**src/rtl/ss_stream_to_bin_pkg.sv**
```systemverilog
// Shared definitions for the stochastic-to-binary readout: FSM states, result
// width helper and the sign encoding used by the add/sub stage.
package ss_pkg;

  typedef enum logic {
    SS_IDLE  = 1'b0,
    SS_ACCUM = 1'b1
  } ss_state_e;

  // Sign bit value that marks a negative stochastic sample.
  localparam logic SS_SIGN_NEG = 1'b1;

  // A window of 2^wb samples sums to -2^wb..+2^wb, which needs wb+2 signed bits.
  function automatic int ss_val_width(input int window_bits);
    return window_bits + 2;
  endfunction

endpackage

```
**src/rtl/ss_stream_to_bin_if.sv**
```systemverilog
// Stream-in / result-out bundle of ss_stream_to_bin.
interface ss_stream_to_bin_if
  import ss_pkg::*;
#(
  parameter int WINDOW_BITS = 8,
  parameter int VAL_WIDTH   = ss_val_width(WINDOW_BITS)
);

  // Handshake: START is a request that takes effect only while BUSY is low and
  // needs no acknowledge beyond BUSY rising next cycle; VALID is a one-cycle
  // strobe with no back-pressure, and VALUE/OUT_SIGN/OUT_MAG hold until the next strobe.
  logic                        START;
  logic                        CONT;
  logic                        IN;
  logic                        SIGN_IN;
  logic signed [VAL_WIDTH-1:0] VALUE;
  logic                        OUT_SIGN;
  logic [WINDOW_BITS:0]        OUT_MAG;
  logic                        VALID;
  logic                        BUSY;
  ss_state_e                   dbg_state;

  modport master (
    output START, CONT, IN, SIGN_IN,
    input  VALUE, OUT_SIGN, OUT_MAG, VALID, BUSY, dbg_state
  );

  modport slave (
    input  START, CONT, IN, SIGN_IN,
    output VALUE, OUT_SIGN, OUT_MAG, VALID, BUSY, dbg_state
  );

endinterface

```
**src/rtl/ss_window_counter.sv**
```systemverilog
// Sample counter for one integration window; LAST marks the final sample cycle.
module ss_window_counter #(
  parameter int WINDOW_BITS = 8
) (
  input  logic CLK,
  input  logic INIT,
  input  logic CLR,
  input  logic EN,
  output logic LAST
);

  logic [WINDOW_BITS-1:0] cnt;

  // Wraps from N-1 to 0 on its own, which gives gap-free back-to-back windows.
  always_ff @(posedge CLK) begin
    if (INIT || CLR) begin
      cnt <= '0;
    end else if (EN) begin
      cnt <= cnt + WINDOW_BITS'(1);
    end
  end

  assign LAST = &cnt;

endmodule

```
**src/rtl/ss_stream_to_bin.sv**
```systemverilog
// Integrates a sign-magnitude stochastic bitstream over 2^WINDOW_BITS cycles and
// presents the signed sum, its sign and its magnitude with a one-cycle VALID.
module ss_stream_to_bin
  import ss_pkg::*;
#(
  parameter int WINDOW_BITS = 8,
  parameter int VAL_WIDTH   = ss_val_width(WINDOW_BITS)
) (
  input logic               CLK,
  input logic               INIT,
  ss_stream_to_bin_if.slave bus
);

  localparam int MAG_W = WINDOW_BITS + 1;

  ss_state_e                   state, state_nxt;
  logic                        cnt_clr, cnt_en, last;
  logic                        acc_clr, acc_en, res_load;
  logic signed [VAL_WIDTH-1:0] acc, acc_nxt, step;
  logic [MAG_W-1:0]            mag_nxt;

  ss_window_counter #(.WINDOW_BITS(WINDOW_BITS)) u_cnt (
    .CLK  (CLK),
    .INIT (INIT),
    .CLR  (cnt_clr),
    .EN   (cnt_en),
    .LAST (last)
  );

  always_comb begin
    step = '0;
    if (bus.IN) begin
      step = (bus.SIGN_IN == SS_SIGN_NEG) ? '1 : VAL_WIDTH'(1);
    end
  end

  // The last sample is folded in here, so the published result includes it.
  assign acc_nxt = acc + step;
  assign mag_nxt = acc_nxt[VAL_WIDTH-1] ? MAG_W'(-acc_nxt) : MAG_W'(acc_nxt);

  always_ff @(posedge CLK) begin
    if (INIT) begin
      state <= SS_IDLE;
    end else begin
      state <= state_nxt;
    end
  end

  always_comb begin
    state_nxt = state;
    cnt_clr   = 1'b0;
    cnt_en    = 1'b0;
    acc_clr   = 1'b0;
    acc_en    = 1'b0;
    res_load  = 1'b0;
    case (state)
      SS_IDLE: begin
        if (bus.START) begin
          cnt_clr   = 1'b1;
          acc_clr   = 1'b1;
          state_nxt = SS_ACCUM;
        end
      end
      SS_ACCUM: begin
        cnt_en = 1'b1;
        if (last) begin
          res_load = 1'b1;
          acc_clr  = 1'b1;
          if (!bus.CONT) begin
            state_nxt = SS_IDLE;
          end
        end else begin
          acc_en = 1'b1;
        end
      end
      default: state_nxt = SS_IDLE;
    endcase
  end

  always_ff @(posedge CLK) begin
    if (INIT || acc_clr) begin
      acc <= '0;
    end else if (acc_en) begin
      acc <= acc_nxt;
    end
  end

  always_ff @(posedge CLK) begin
    if (INIT) begin
      bus.VALUE    <= '0;
      bus.OUT_SIGN <= 1'b0;
      bus.OUT_MAG  <= '0;
      bus.VALID    <= 1'b0;
    end else begin
      bus.VALID <= res_load;
      if (res_load) begin
        bus.VALUE    <= acc_nxt;
        bus.OUT_SIGN <= acc_nxt[VAL_WIDTH-1];
        bus.OUT_MAG  <= mag_nxt;
      end
    end
  end

  assign bus.BUSY      = (state == SS_ACCUM);
  assign bus.dbg_state = state;

endmodule

```
**src/flat_wrapper.sv**
```systemverilog
// flat-port wrapper written by rule: the top's interface ports become plain ports
module ss_stream_to_bin_flat import ss_pkg::*;
#(
  parameter int WINDOW_BITS = 8,
  parameter int VAL_WIDTH   = ss_val_width(WINDOW_BITS)
)
  (CLK, INIT, bus_START, bus_CONT, bus_IN, bus_SIGN_IN, bus_VALUE, bus_OUT_SIGN, bus_OUT_MAG, bus_VALID, bus_BUSY, bus_dbg_state);
  ss_stream_to_bin_if #(.WINDOW_BITS(WINDOW_BITS), .VAL_WIDTH(VAL_WIDTH)) bus_i ();
  input logic CLK;
  input logic INIT;
  input wire logic [$bits(bus_i.START)-1:0] bus_START;
  input wire logic [$bits(bus_i.CONT)-1:0] bus_CONT;
  input wire logic [$bits(bus_i.IN)-1:0] bus_IN;
  input wire logic [$bits(bus_i.SIGN_IN)-1:0] bus_SIGN_IN;
  output wire logic [$bits(bus_i.VALUE)-1:0] bus_VALUE;
  output wire logic [$bits(bus_i.OUT_SIGN)-1:0] bus_OUT_SIGN;
  output wire logic [$bits(bus_i.OUT_MAG)-1:0] bus_OUT_MAG;
  output wire logic [$bits(bus_i.VALID)-1:0] bus_VALID;
  output wire logic [$bits(bus_i.BUSY)-1:0] bus_BUSY;
  output wire logic [$bits(bus_i.dbg_state)-1:0] bus_dbg_state;
  assign bus_i.START = bus_START;
  assign bus_i.CONT = bus_CONT;
  assign bus_i.IN = bus_IN;
  assign bus_i.SIGN_IN = bus_SIGN_IN;
  assign bus_VALUE = bus_i.VALUE;
  assign bus_OUT_SIGN = bus_i.OUT_SIGN;
  assign bus_OUT_MAG = bus_i.OUT_MAG;
  assign bus_VALID = bus_i.VALID;
  assign bus_BUSY = bus_i.BUSY;
  assign bus_dbg_state = bus_i.dbg_state;
  ss_stream_to_bin #(.WINDOW_BITS(WINDOW_BITS), .VAL_WIDTH(VAL_WIDTH)) u_core (.CLK(CLK), .INIT(INIT), .bus(bus_i));
endmodule
```
**config.mk**
```make
export PLATFORM = sky130hd
export DESIGN_NAME = ss_stream_to_bin_flat
export DESIGN_NICKNAME = d
export VERILOG_FILES = /design/src/rtl/ss_stream_to_bin_pkg.sv /design/src/rtl/ss_stream_to_bin_if.sv /design/src/rtl/ss_window_counter.sv /design/src/rtl/ss_stream_to_bin.sv /design/src/flat_wrapper.sv
export SDC_FILE = /design/constraint.sdc
export NUM_CORES = 1
export LEC_CHECK = 0
export CAP_MARGIN = 20
export CORE_MARGIN = 5
export CORE_UTILIZATION = 55
export DETAILED_ROUTE_END_ITERATION = 8
export DONT_BUFFER_PORTS = 1
export PLACE_DENSITY = 0.7
export SYNTH_ARGS = -nofsm -noshare
export SYNTH_HDL_FRONTEND = slang
export SYNTH_SLANG_ARGS = --single-unit
```
**constraint.sdc**
```tcl
create_clock -name CLK -period 3 [get_ports CLK]
set_input_delay 0.3 -clock CLK [delete_from_list [all_inputs] [get_ports CLK]]
set_output_delay 0.3 -clock CLK [all_outputs]
set_load 0.01 [all_outputs]
```
==> flow_metrics.env <==
export IMPL_min_path_cells=1
export IMPL_synth_edff_count=0
export IMPL_worstSetupEndpointType="flip-flop"
export IMPL_synth_area_leaders="dfxtp_1, nand2_1, xnor2_1, a21oi_1, nor2_1"
export IMPL_async_flop_share=0
export IMPL_port_buffers=0
export IMPL_cts_sinks=38
export IMPL_syn_area_per_cell_um2=8.250
export IMPL_clock_latency_ns=0.36
export IMPL_routedWlPerCell_um=15.94
export IMPL_synthFlopType="dfxtp_1"
export IMPL_cts_tree="done"
export IMPL_fin_worst_skew_ns=0.01489
export IMPL_ys_seq_area_frac=0.3940
export IMPL_die_y_um=69.25
export IMPL_hold_violations=0
export IMPL_status="finished, final reports clean"
export IMPL_critPathMaxFanout=6
export IMPL_place_congestion=0.9286
export IMPL_dpl_hpwl_um=3222
export IMPL_leakagePower_nw=0.7001
export IMPL_setup_violations=0
export IMPL_ant_nets=0
export IMPL_cts_htree_levels=2
export IMPL_num_antenna_cells=0
export IMPL_cts_buffers_inserted=5
export IMPL_postLayoutSetupSlackWorst_ns=0.2985
export IMPL_overflow=0
export IMPL_finalNetCount=241
export IMPL_startpoint="u_core.acc[1]$_SDFFE_PP0P_"
export IMPL_critPathMostFrequentCell="xnor2_1"
export IMPL_arrival_ns=3.02
export IMPL_antenna_found_initial=0
export IMPL_yosysWarnings=0
export IMPL_hold_start="INIT"
export IMPL_grt_pass1_vias=1510
export IMPL_syn_to_final_growth_pct=7.064
export IMPL_irDropWorstVdd_mv=0.1964
export IMPL_grtUsageTotal=0.1899
export IMPL_p_per_area_mw_per_mm2=563.5
export IMPL_synth_seq_cells=38
export IMPL_path_clk_slew_ns=0.13
export IMPL_rsz0062_at_grt="false"
export IMPL_synth_largest_area_cell="dfxtp_1"
export IMPL_drt_total_wl_um=4430
export IMPL_post_cts_buffers=0
export IMPL_drt_iter0_drc=154
export IMPL_initial_core_util=0.5740
export IMPL_n_fill_cell=305
export IMPL_num_io_pins=29
export IMPL_crit_chain="xnor2_1, ha_1, nor3_1, nand3b_1, o22ai_1, xnor2_1, a31oi_1, or4_1, nand3_1"
export IMPL_fin_area_mm2=0.002067
export IMPL_drv_slew=0
export IMPL_rows=21
export IMPL_synth_nets=244
export IMPL_start_kind="flip-flop"
export IMPL_dr_pass1_iters=5
export IMPL_syn_instance_count=234
export IMPL_drv_cap=0
export IMPL_grt_max_degree=26
export IMPL_crit_required_ns=3.32
export IMPL_fin_crit_sh=0.9005
export IMPL_crit_type="reg2reg"
export IMPL_fmax_mhz=370.2
export IMPL_hold_path_class="in2reg"
export IMPL_drive_gt1_frac=0.09052
export IMPL_relSlewSlack=0.5773
export IMPL_yosysTopAreaCellShare=0.3940
export IMPL_vias_per_cell=5.827
export IMPL_crit_slowest_cell="or4_1"
export IMPL_grt_pass1_wl_um=7445
export IMPL_cts_buffer_depth=2
export IMPL_whs_ns=0.01501
export IMPL_period_needed_ns=2.701
export IMPL_max_stage_delay_ns=0.49
export IMPL_drc=0
export IMPL_synth_cell_types=40
export IMPL_tns_ns=0
export IMPL_syn_area_mm2=0.001931
export IMPL_layout_cells_non_filler=278
export IMPL_die_area_mm2=0.004795
export IMPL_place_ws_ns=0.3894
export IMPL_place_inst=267
export IMPL_clock_root_buffer="clkbuf_4"
export IMPL_placed_area_mm2=0.001931
export IMPL_core_area_mm2=0.003363
export IMPL_num_vias=1620
export IMPL_r2r_cells=9
export IMPL_tightest_slew_ns=0.6332
export IMPL_die_w_um=69.25
export IMPL_r2r_start="u_core.acc[1]$_SDFFE_PP0P_"
stage by stage:
stage,power [mW],utilization
detailed placement,0.7191,0.5740
CTS,1.168,0.6116
global route,1.216,0.6146
finish,1.165,0.6146
floorplan,0.6897,-
global placement,0.7109,0.5740
critical path: cells and delay by family, from the launching register on:
family | cells | cell delay [ns]
and+or+nand+nor | 4 | 1.09
DFF | 1 | 0.45
AOI/OAI and AO/OA | 2 | 0.49
adders and majority gates | 1 | 0.29
xor gates and xnor gates | 2 | 0.34
cell families (layout without fill, tap and decap cells):
kind of cell,after synthesis,in the layout,share of synthesized area
AOI/OAI and AO/OA,52,52,0.1782
xor gates and xnor gates,21,21,0.09527
adders and majority gates,4,4,0.02592
buffers and inverters,20,18,0.04925
DFF,38,38,0.3940
muxes,3,3,0.02203
and+or+nand+nor,96,96,0.2353
repair_timing:
item	4_1_cts	5_1_grt
hold buffers	2	1
endpoints found under the hold margin	15	1
resized for setup	0	0
final cells by class:
class / instances / area (um^2) / area share
Clock buffer: 5 / 37.54 / 0.01816
Timing Repair Buffer: 6 / 52.55 / 0.02542
Tap cell: 46 / 57.56 / 0.02785
Sequential cell: 38 / 760.7 / 0.3680
Inverter: 4 / 15.01 / 0.007264
Multi-Input combinational cell: 176 / 1075 / 0.5200
Clock inverter: 3 / 68.82 / 0.03329
layout by cell type, fill, tap and decap left out, drive strengths merged, types with 2 or more instances in the layout:
master,synthesis,layout
nor3,4,4
nand3,6,6
dfxtp,38,38
o22ai,2,2
ha,4,4
buf,5,3
a211oi,6,6
o221a,3,3
nand2,36,36
or3,5,5
nand2b,3,3
and2,3,3
xor2,7,7
a21oi,20,20
nand4,5,5
bufinv,0,2
o21ai,11,11
xnor2,14,14
a31oi,2,2
mux2i,3,3
dlygate4sd3,0,3
clkbuf,11,5
inv,4,4
a311oi,3,3
and3,2,2
nand3b,2,2
nor2,26,26
metal layers:
metal	GRT usage	routed length (um)	vias to the layer above
li1	-	-	804
met2	0.3411	2358	55
met5	0	0	-
met4	0.06508	79	0
met3	0.04493	254	10
met1	0.2184	1737	751
cells in the mapped netlist, types with 5 or more instances:
cell type	number
nand2_1	35
dfxtp_1	38
clkbuf_1	11
a211oi_1	6
or3_1	5
nor2_1	26
o21ai_0	10
xor2_1	7
nand4_1	5
xnor2_1	14
a21oi_1	20
nand3_1	6
power by group:
group,switching (mW),internal (mW),total (mW)
Combinational,0.106,0.0731,0.180
Clock,0.186,0.261,0.447
Sequential,0.0222,0.516,0.538
flip-flops by register name, summed over array words and instances, names as in the netlist:
name,cells
u_core.acc,10
u_core.bus.OUT_MAG,9
u_core.bus.VALUE,8
u_core.u_cnt.cnt,8
u_core.bus.BUSY,1
u_core.bus.OUT_SIGN,1
u_core.bus.VALID,1
worst paths after layout:
check,endpoint,slack (ns)
min,u_core.bus.OUT_MAG[6]$_SDFFE_PP0P_,0.02
max,u_core.bus.OUT_MAG[7]$_SDFFE_PP0P_,0.30
min reg2reg,u_core.acc[0]$_SDFFE_PP0P_,0.48
max reg2reg,u_core.bus.OUT_MAG[7]$_SDFFE_PP0P_,0.30
(Power assumes the default switching activity.)
